$ cat config.mk
export PLATFORM = sky130hd
export DESIGN_NAME = fifo_rd_ctrl
export DESIGN_NICKNAME = d
export VERILOG_FILES = /design/src/rtl/fifo_rd_ctrl.sv
export SDC_FILE = /design/constraint.sdc
export NUM_CORES = 1
export LEC_CHECK = 0
export CAP_MARGIN = 20
export CELL_PAD_IN_SITES_DETAIL_PLACEMENT = 1
export CELL_PAD_IN_SITES_GLOBAL_PLACEMENT = 1
export CORE_AREA = 2 2 83 65
export CTS_CLUSTER_SIZE = 25
export DETAILED_ROUTE_END_ITERATION = 8
export DIE_AREA = 0 0 85 67
export HOLD_SLACK_MARGIN = 0.05
export PLACE_DENSITY_LB_ADDON = 0.1
export SLEW_MARGIN = 20
export SYNTH_ARGS = -nofsm -noshare
export SYNTH_HDL_FRONTEND = slang
export SYNTH_SLANG_ARGS = --single-unit
$ cat constraint.sdc
create_clock -name clk -period 1.67 [get_ports clk]
set_input_delay 0.334 -clock clk [delete_from_list [all_inputs] [get_ports clk]]
set_output_delay 0.334 -clock clk [all_outputs]
set_load 0.1 [all_outputs]
$ cat src/rtl/fifo_rd_ctrl.sv
// -----------------------------------------------------------------------------
// fifo_rd_ctrl
//
// Burst read controller sitting between a synchronous FIFO read port (read
// latency of one cycle) and a valid/ready output stream. A burst command of
// `len` bytes is accepted in IDLE. The controller then issues FIFO reads and
// captures each byte into a 2-entry skid buffer, which feeds the stream. The
// final byte of the burst is flagged with m_last. After that byte is handed
// over, done pulses for one cycle and the controller returns to IDLE.
//
// Optional feature (macro FIFO_RD_CHECKSUM_EN):
//   Adds output csum, the XOR of every byte handed over in the current burst.
//   csum is valid while done=1. It is cleared at burst start and on reset.
//   When the macro is undefined, the port and its logic are absent.
//
// Ports:
//   clk         in   single clock, all logic on posedge
//   reset       in   synchronous, active-high reset (has priority over start)
//   start, len  in   burst command, sampled in IDLE when start=1
//   fifo_empty  in   FIFO has no data
//   fifo_rd_en  out  FIFO read strobe; data is returned on the next cycle
//   fifo_data   in   FIFO read data
//   m_valid     out  stream valid (output buffer non-empty)
//   m_data      out  stream data (oldest buffered byte)
//   m_last      out  marks the len-th byte of the burst
//   m_ready     in   stream ready
//   busy        out  high in RUN and DONE
//   done        out  one-cycle pulse after the final handshake
//   cmd_err     out  one-cycle pulse for a start with len=0 or len>MAX_BURST
//   csum        out  burst checksum (only with FIFO_RD_CHECKSUM_EN)
// -----------------------------------------------------------------------------
module fifo_rd_ctrl #(
    parameter int DATA_W    = 8,
    parameter int MAX_BURST = 16
) (
    input  logic              clk,
    input  logic              reset,
    input  logic              start,
    input  logic [4:0]        len,
    input  logic              fifo_empty,
    output logic              fifo_rd_en,
    input  logic [DATA_W-1:0] fifo_data,
    output logic              m_valid,
    output logic [DATA_W-1:0] m_data,
    output logic              m_last,
    input  logic              m_ready,
    output logic              busy,
    output logic              done,
`ifdef FIFO_RD_CHECKSUM_EN
    output logic              cmd_err,
    output logic [DATA_W-1:0] csum
`else
    output logic              cmd_err
`endif
);

    typedef enum logic [1:0] {
        IDLE = 2'd0,
        RUN  = 2'd1,
        DONE = 2'd2
    } state_t;

    localparam logic [4:0] MAX_LEN = 5'(MAX_BURST);

    state_t            state_q;
    state_t            state_d;

    logic [4:0]        len_q;          // latched burst length
    logic [4:0]        rd_cnt;         // FIFO reads issued in this burst
    logic              inflight;       // a read was issued last cycle
    logic              inflight_last;  // ...and it fetches the final byte
    logic [1:0]        buf_cnt;        // occupied output buffer entries
    logic [DATA_W-1:0] buf_data [2];   // entry 0 is always the oldest
    logic              buf_last [2];
    logic              cmd_err_q;

    logic              cmd_ok;
    logic              start_ok;
    logic              start_bad;
    logic              pop;
    logic              push;
    logic              room;
    logic [1:0]        wr_slot;

    // -------------------------------------------------------------------------
    // Command decode and buffer handshakes
    // -------------------------------------------------------------------------
    always_comb begin
        // NOTE: every signal assigned in always_comb gets a default first, so
        // no path can leave it unassigned and infer a latch.
        cmd_ok    = 1'b0;
        start_ok  = 1'b0;
        start_bad = 1'b0;
        cmd_ok    = (len != 5'd0) && (len <= MAX_LEN);
        // Commands are only looked at in IDLE; start in RUN/DONE is ignored.
        start_ok  = (state_q == IDLE) && start && cmd_ok;
        start_bad = (state_q == IDLE) && start && !cmd_ok;
    end

    assign m_valid = (buf_cnt != 2'd0);
    assign m_data  = buf_data[0];
    assign m_last  = buf_last[0];
    assign pop     = m_valid && m_ready;
    assign push    = inflight;
    // Reads in flight plus bytes already buffered must fit the 2-entry buffer.
    assign room    = (({1'b0, inflight} + buf_cnt) < 2'd2);
    // After an optional pop shifts entry 1 down, the new byte lands in the
    // first free slot.
    assign wr_slot = buf_cnt - {1'b0, pop};

    // -------------------------------------------------------------------------
    // FSM: state register
    // -------------------------------------------------------------------------
    always_ff @(posedge clk) begin
        // NOTE: sequential state uses non-blocking assignments so every
        // register samples pre-edge values, independent of statement order.
        if (reset) begin
            state_q <= IDLE;
        end else begin
            state_q <= state_d;
        end
    end

    // -------------------------------------------------------------------------
    // FSM: next-state logic
    // -------------------------------------------------------------------------
    always_comb begin
        state_d = state_q;
        unique case (state_q)
            IDLE:    if (start_ok) state_d = RUN;
            RUN:     if (pop && m_last) state_d = DONE;
            DONE:    state_d = IDLE;
            default: state_d = IDLE;
        endcase
    end

    // -------------------------------------------------------------------------
    // FSM: outputs
    // -------------------------------------------------------------------------
    always_comb begin
        busy       = 1'b0;
        done       = 1'b0;
        fifo_rd_en = 1'b0;
        busy       = (state_q != IDLE);
        done       = (state_q == DONE);
        // Gated by reset as well, so a reset cycle never pops a byte that
        // would then be discarded.
        fifo_rd_en = !reset && (state_q == RUN) && !fifo_empty &&
                     (rd_cnt < len_q) && room;
    end

    // -------------------------------------------------------------------------
    // Counters, in-flight tracking and output buffer
    // -------------------------------------------------------------------------
    always_ff @(posedge clk) begin
        // NOTE: the two buffer entries are reset explicitly because m_data and
        // m_last must read zero straight out of reset; larger storage that
        // is never observed before being written would be left unreset.
        if (reset) begin
            len_q         <= 5'd0;
            rd_cnt        <= 5'd0;
            inflight      <= 1'b0;
            inflight_last <= 1'b0;
            buf_cnt       <= 2'd0;
            buf_data[0]   <= '0;
            buf_data[1]   <= '0;
            buf_last[0]   <= 1'b0;
            buf_last[1]   <= 1'b0;
            cmd_err_q     <= 1'b0;
        end else begin
            cmd_err_q <= start_bad;

            if (start_ok) begin
                len_q  <= len;
                rd_cnt <= 5'd0;
            end else if (fifo_rd_en) begin
                rd_cnt <= rd_cnt + 5'd1;
            end

            // The last flag is decided when the read is issued. It then
            // travels with the byte through the buffer.
            inflight <= fifo_rd_en;
            if (fifo_rd_en) begin
                inflight_last <= ((rd_cnt + 5'd1) == len_q);
            end

            buf_cnt <= buf_cnt + {1'b0, push} - {1'b0, pop};

            if (pop) begin
                buf_data[0] <= buf_data[1];
                buf_last[0] <= buf_last[1];
            end
            // A later write to the same entry overrides the shift above.
            if (push) begin
                buf_data[wr_slot[0]] <= fifo_data;
                buf_last[wr_slot[0]] <= inflight_last;
            end
        end
    end

    assign cmd_err = cmd_err_q;

`ifdef FIFO_RD_CHECKSUM_EN
    // -------------------------------------------------------------------------
    // Burst checksum: XOR of every byte accepted by the stream sink
    // -------------------------------------------------------------------------
    logic [DATA_W-1:0] csum_q;

    always_ff @(posedge clk) begin
        if (reset) begin
            csum_q <= '0;
        end else if (start_ok) begin
            csum_q <= '0;
        end else if (pop) begin
            csum_q <= csum_q ^ m_data;
        end
    end

    assign csum = csum_q;
`endif

endmodule

==> Word-level counts from Yosys, hierarchy flattened <==
Memories as Yosys holds them, arrays and structs flattened.
Cells that the tools add are included.
W data, S select, Z words.
{ "word_totals": {"regBits": 17, "ramBits": 18, "inputBits": 18, "output_inout_bits": 14, "elab_cells": 63, "n_memories": 2} }
{ "op_classes": {"addsub": 4, "n_lt_le_gt_ge": 3, "n_eq_ne": 5, "n_mux": 19, "bitwise": 2, "reduce_logical": 21} }
{ "memory_table": {"columns": ["name", "words", "width", "read_ports", "rd_clocked_by_memory_dff", "wr", "line_no", "rtl"], "rows": [
  ["buf_data", 2, 8, 2, 0, 2, "73", "logic [DATA_W-1:0] buf_data [2];"],
  ["buf_last", 2, 1, 2, 0, 2, "74", "logic buf_last [2];"]
]} }
{ "op_table": {"columns": ["cell", "count"], "rows": [
  ["$mux W8", 2],
  ["$mux W1", 14],
  ["$logic_and A1 B1 Y1", 10],
  ["$reduce_or A8 Y1", 1],
  ["$add A5 B1 Y5 const B", 1],
  ["$eq A5 B5 Y1", 1],
  ["$le A5 B5 Y1 const B", 1],
  ["$lt A5 B5 Y1", 1],
  ["$reduce_bool A5 Y1", 1],
  ["$mux W2", 2],
  ["$ne A2 B2 Y1 const B", 2],
  ["$pmux W2 S2", 1],
  ["$reduce_bool A2 Y1", 2],
  ["$logic_not A1 Y1", 3],
  ["$add A2 B1 Y2", 1],
  ["$eq A2 B1 Y1 const B", 1],
  ["$eq A2 B2 Y1 const B", 1],
  ["$logic_not A2 Y1", 1],
  ["$lt A2 B2 Y1 const B", 1],
  ["$or A1 B1 Y1", 2],
  ["$reduce_and A2 Y1", 1],
  ["$reduce_or A2 Y1", 1],
  ["$sub A2 B1 Y2", 1],
  ["$reduce_or A1 Y1", 1],
  ["$sub A1 B1 Y1", 1]
]} }

==> Depth between registers and ports, before layout <==
{ "logic_depth": {"ltp_word": 6, "ltp_mapped": 8, "mapped_depth_nobuf": 8} }

==> Worst setup path after synthesis <==
Ideal clock, no wire load.
{ "synth_path": {"path_kind": "reg-to-reg", "from": "reg buf_cnt[0]", "to": "mem buf_data[0][0], data pin", "setup_ps": 152, "arrival_time_ps": 1987, "required_time_ps": 1518, "slack_ps": -469, "stages_incl_launch_ff": 8, "n_path_buf": 2, "period_less_slack_ps": 2139, "cell_sequence": "dfxtp_1 or2_1 and2_1 clkbuf_1 nor2b_1 clkbuf_1 nand3_1 o21ai_0"} }
{ "synth_lines": {"columns": ["element", "line_no", "rtl"], "rows": [
  ["start: declaration", "72", "logic [1:0] buf_cnt;"],
  ["start signal: assignment", "187", "buf_cnt <= buf_cnt + {1'b0, push} - {1'b0, pop};"],
  ["end: declaration", "73", null]
]} }

==> Final worst setup path <==
{ "layout_path": {"from": "reg state_q[0]", "to": "out fifo_rd_en"} }
{ "layout_between": {"elab_chain_cells": 5} }
{ "layout_lines": {"columns": ["element", "line_no", "rtl"], "rows": [
  ["start: declaration", "65", "state_t state_q;"],
  ["start signal: assignment", "120", "state_q <= state_d;"],
  ["$eq A2 B1 Y1", "148", "fifo_rd_en = !reset && (state_q == RUN) && !fifo_empty &&"],
  ["$logic_and A1 B1 Y1 (3 in a row)", "148", null],
  ["$logic_and A1 B1 Y1", "149", "(rd_cnt < len_q) && room;"],
  ["end: declaration", "41", "output logic fifo_rd_en,"]
]} }
Every way passes these cells.

==> metrics.yaml <==
outcome:
  status: "finished with violations"
  violations: "negative setup slack"
routing:
  wl_per_cell_um: 15.3
  firstDrtPassIters: 4
  drt-total-wl_um: 4610
  vias: 1459
  drt-met1-wl_um: 2220
  ant_nets: 0
  remaining_drc_errors: 0
  top_layer: "met4"
  via_per_inst: 4.85
  met3WireLength_um: 152
  drt_iter0_markers: 42
  route.met2.wl_um: 2230
floorplan:
  initial_core_util: 0.349
  die_w_um: 85
  io_pins: 32
  core_area_sq_mm: 0.00482
  die_height_um: 67
  die-area_sq_mm: 0.00570
  num_rows: 22
synthesis:
  synthTopCellsByArea: "edfxtp_1 32%, dfxtp_1 20%, ha_1 6.0%"
  synth_area_sq_mm: 0.00168
  synth_top_area_cell: "edfxtp_1"
  synth.avg_cell_area_sq_um: 10.2
  syn_inst: 165
  ys_ff_latch: 35
  yosysTopAreaCellShare: 0.322
  ys_seq_area_frac: 0.525
  syn-num-nets: 191
  yosysUniqueCellTypes: 37
  yosysWarnings: 0
worst_hold_path:
  holdPathStages: 3
  hp-start: "len[3]"
  hold_path_end: "len_q[3]$_SDFFE_PP0P_"
  hp-class: "input port to register"
power:
  power_switching_share: 0.364
  powerDensity_mw_per_mm2: 1120
  p_leak_nw: 1.17
  clkPwrFrac: 0.240
  combinationalPowerShare: 0.417
  seqPwrFrac: 0.343
  netSwitchingPower_mw: 1.14
  p_int_mw: 1.98
  ir_drop_v: 0.00151
sta:
  period_minus_slack_ns: 2.06
  slew_viol_final: 0
  fin_crit_sh: 1.24
  finClkSkew_ns: 0.00620
  setup_viol: 7
  slew_headroom: 0.788
  final_hold_viol_count: 0
  setup-tns-final_ns: -0.837
  fin_ws_ns: -0.393
  rsz0062_at_grt: "true"
  fmaxAchievable_mhz: 485
  tightest_slew_ns: 0.317
worst_setup_path:
  crit_required_ns: 1.34
  crit_fanout: 2
  crit_chain: "or3b_4 > nor4_4 > nand3_4 > inv_8 > buf_12"
  crit_type: "register to output pin"
  critPathTopFamily: "simple AND/OR/NAND/NOR gates"
  critPathBufInv: 2
  worstPathArrival_ns: 1.73
  cpMaxStageDelayCell: "or3b_4"
  start_kind: "register"
  rr_startpoint: "state_q[0]$_SDFFE_PP0P_"
  reg2reg_depth: 7
  r2r_setup_slack_ns: -0.30
  slowest_delay_ns: 0.39
  reg2reg_to: "rd_cnt[4]$_SDFFE_PP0P_"
  end_kind: "output pin"
final_layout:
  drive_gt1_frac: 0.407
  syn_to_final_growth_pct: 66.2
  multi_input_area_sq_um: 850
  design_area_sq_mm: 0.00279
  post-route-util: 0.579
  diodes: 0
  num-fill-cells: 514
  seq_area_sq_um: 886
  nets: 266
clocking:
  h-tree-depth: 2
  clock_latency_ns: 0.29
  hold_buffers: 0
  numCtsBuffers: 5
  cts_tree: "yes"
  cts_max_path_buffers: 2
  clk_pin_slew_ns: 0.07
  cts-root-buf: "clkbuf_8"
  cts.sinks: 35
global_route:
  antenna_found_initial: 0
  grt_pass1_wl_um: 7620
  grt-ovfl-total: 0
  track_usage: 0.173
  grt_max_degree: 14
  grt_pass1_vias: 1549
placed_design:
  io_buffers: 31
  gp_congestion: 0.878
  placed_area_sq_mm: 0.00249
  hpwl_um: 3320
job:
  maxCapViolCount: 0
[worst max-delay path by stage]
| stage | endpoint | startpoint | slack, ns | cells after the start |
|---|---|---|---|---|
| global placement | fifo_rd_en | reset | -0.58 | 6 |
| detailed placement | fifo_rd_en | reset | -0.63 | 6 |
| global route | fifo_rd_en | state_q[0]$_SDFFE_PP0P_ | -0.46 | 5 |
| finish | fifo_rd_en | state_q[0]$_SDFFE_PP0P_ | -0.39 | 5 |
| CTS | fifo_rd_en | state_q[0]$_SDFFE_PP0P_ | -0.46 | 5 |
| floorplan | fifo_rd_en | reset | -0.04 | 4 |
[placed cells by master, fill, tap and decap left out, drive strengths merged, types with 2 or more instances in the layout]
master / count
clkbuf: 5
nor3b: 3
nand2: 10
xnor2: 7
nor3: 2
buf: 56
nand3: 13
a21oi: 3
edfxtp: 18
dlymetal6s2s: 2
nor2: 8
nand4: 2
nor4: 2
clkinv: 2
and2: 10
nor2b: 4
inv: 18
xor2: 4
ha: 8
dfxtp: 17
or2: 3
clkdlybuf4s50: 14
o21ai: 15
[metrics by stage]
stage | power [mW] | instances | hold WS (ns) | setup slack [ns]
floorplan | 1.79 | 165 | 0.443 | -0.0358
global placement | 2.28 | 287 | 0.496 | -0.578
detailed placement | 2.32 | 287 | 0.495 | -0.632
CTS | 3.09 | 299 | 0.508 | -0.462
global route | 3.24 | 301 | 0.344 | -0.455
finish | 3.12 | 301 | 0.312 | -0.393
[flip-flops by register name, indices dropped and copies added (netlist names)]
signal / flops
rd_cnt: 5
inflight: 1
len_q: 5
buf_cnt: 2
buf_data: 16
buf_last: 2
state_q: 2
cmd_err: 1
inflight_last: 1
[what timing repair did]
| action | CTS | global route |
|---|---|---|
| setup endpoints to repair | 20 | 34 |
| pin swaps | 8 | 8 |
| gates cloned | 0 | 1 |
| setup buffers | 6 | 4 |
| gates resized for setup | 16 | 27 |
[Yosys cell counts, drive strengths merged]
| master | n |
|---|---|
| xor2 | 4 |
| dfxtp | 17 |
| o221ai | 1 |
| nor2b | 4 |
| a31o | 1 |
| nand3 | 13 |
| mux2i | 1 |
| and2 | 10 |
| a21o | 1 |
| edfxtp | 18 |
| o21a | 1 |
| ha | 8 |
| xnor2 | 7 |
| nor2 | 8 |
| o2111ai | 1 |
| nor4 | 2 |
| nand3b | 1 |
| nor3b | 3 |
| o21ai | 15 |
| nand4b | 1 |
| a22o | 1 |
| a21oi | 3 |
| inv | 18 |
| clkbuf | 5 |
| nand2 | 10 |
| or3b | 1 |
| nor3 | 2 |
| or3 | 1 |
| o32ai | 1 |
| or2 | 3 |
| a31oi | 1 |
| nand4 | 2 |
[final cells by class]
type                            count  area share
Timing Repair Buffer               73       0.286
Inverter                           18      0.0269
Multi-Input combinational cell    107       0.304
Clock inverter                      3      0.0139
Sequential cell                    35       0.317
Clock buffer                        5      0.0247
Tap cell                           60      0.0269
[power by group through the flow]
stage               combinational [mW]  clock (mW)  sequential, mW
floorplan                        0.410           0            1.38
finish                            1.30       0.749            1.07
detailed placement                1.23           0            1.09
CTS                               1.26       0.759            1.07
global route                      1.37       0.791            1.08
global placement                  1.20           0            1.08
[logic make-up (layout without fill, tap and decap cells)]
group | after synthesis | count (layout) | share of synthesized area
adder cells (fa/ha/maj) | 8 | 8 | 0.0596
AO/OA/AOI/OAI | 26 | 26 | 0.0924
buffers and inverters | 23 | 99 | 0.0514
flip-flops | 35 | 35 | 0.525
XOR/XNOR | 11 | 11 | 0.0574
AND/OR/NAND/NOR | 61 | 61 | 0.209
multiplexers | 1 | 1 | 0.00596
[worst min-delay path: stages]
cell and delay (ns):
dlymetal6s2s_1 0.11, nand2_1 0.06, o21ai_1 0.06
[metal layers]
metal / track usage / up-vias
li1: - / 717
met1: 0.228 / 712
met2: 0.292 / 28
met3: 0.0434 / 2
met4: 0.0317 / 0
met5: 0 / -
No activity file was read; power rests on OpenSTA's default activity.
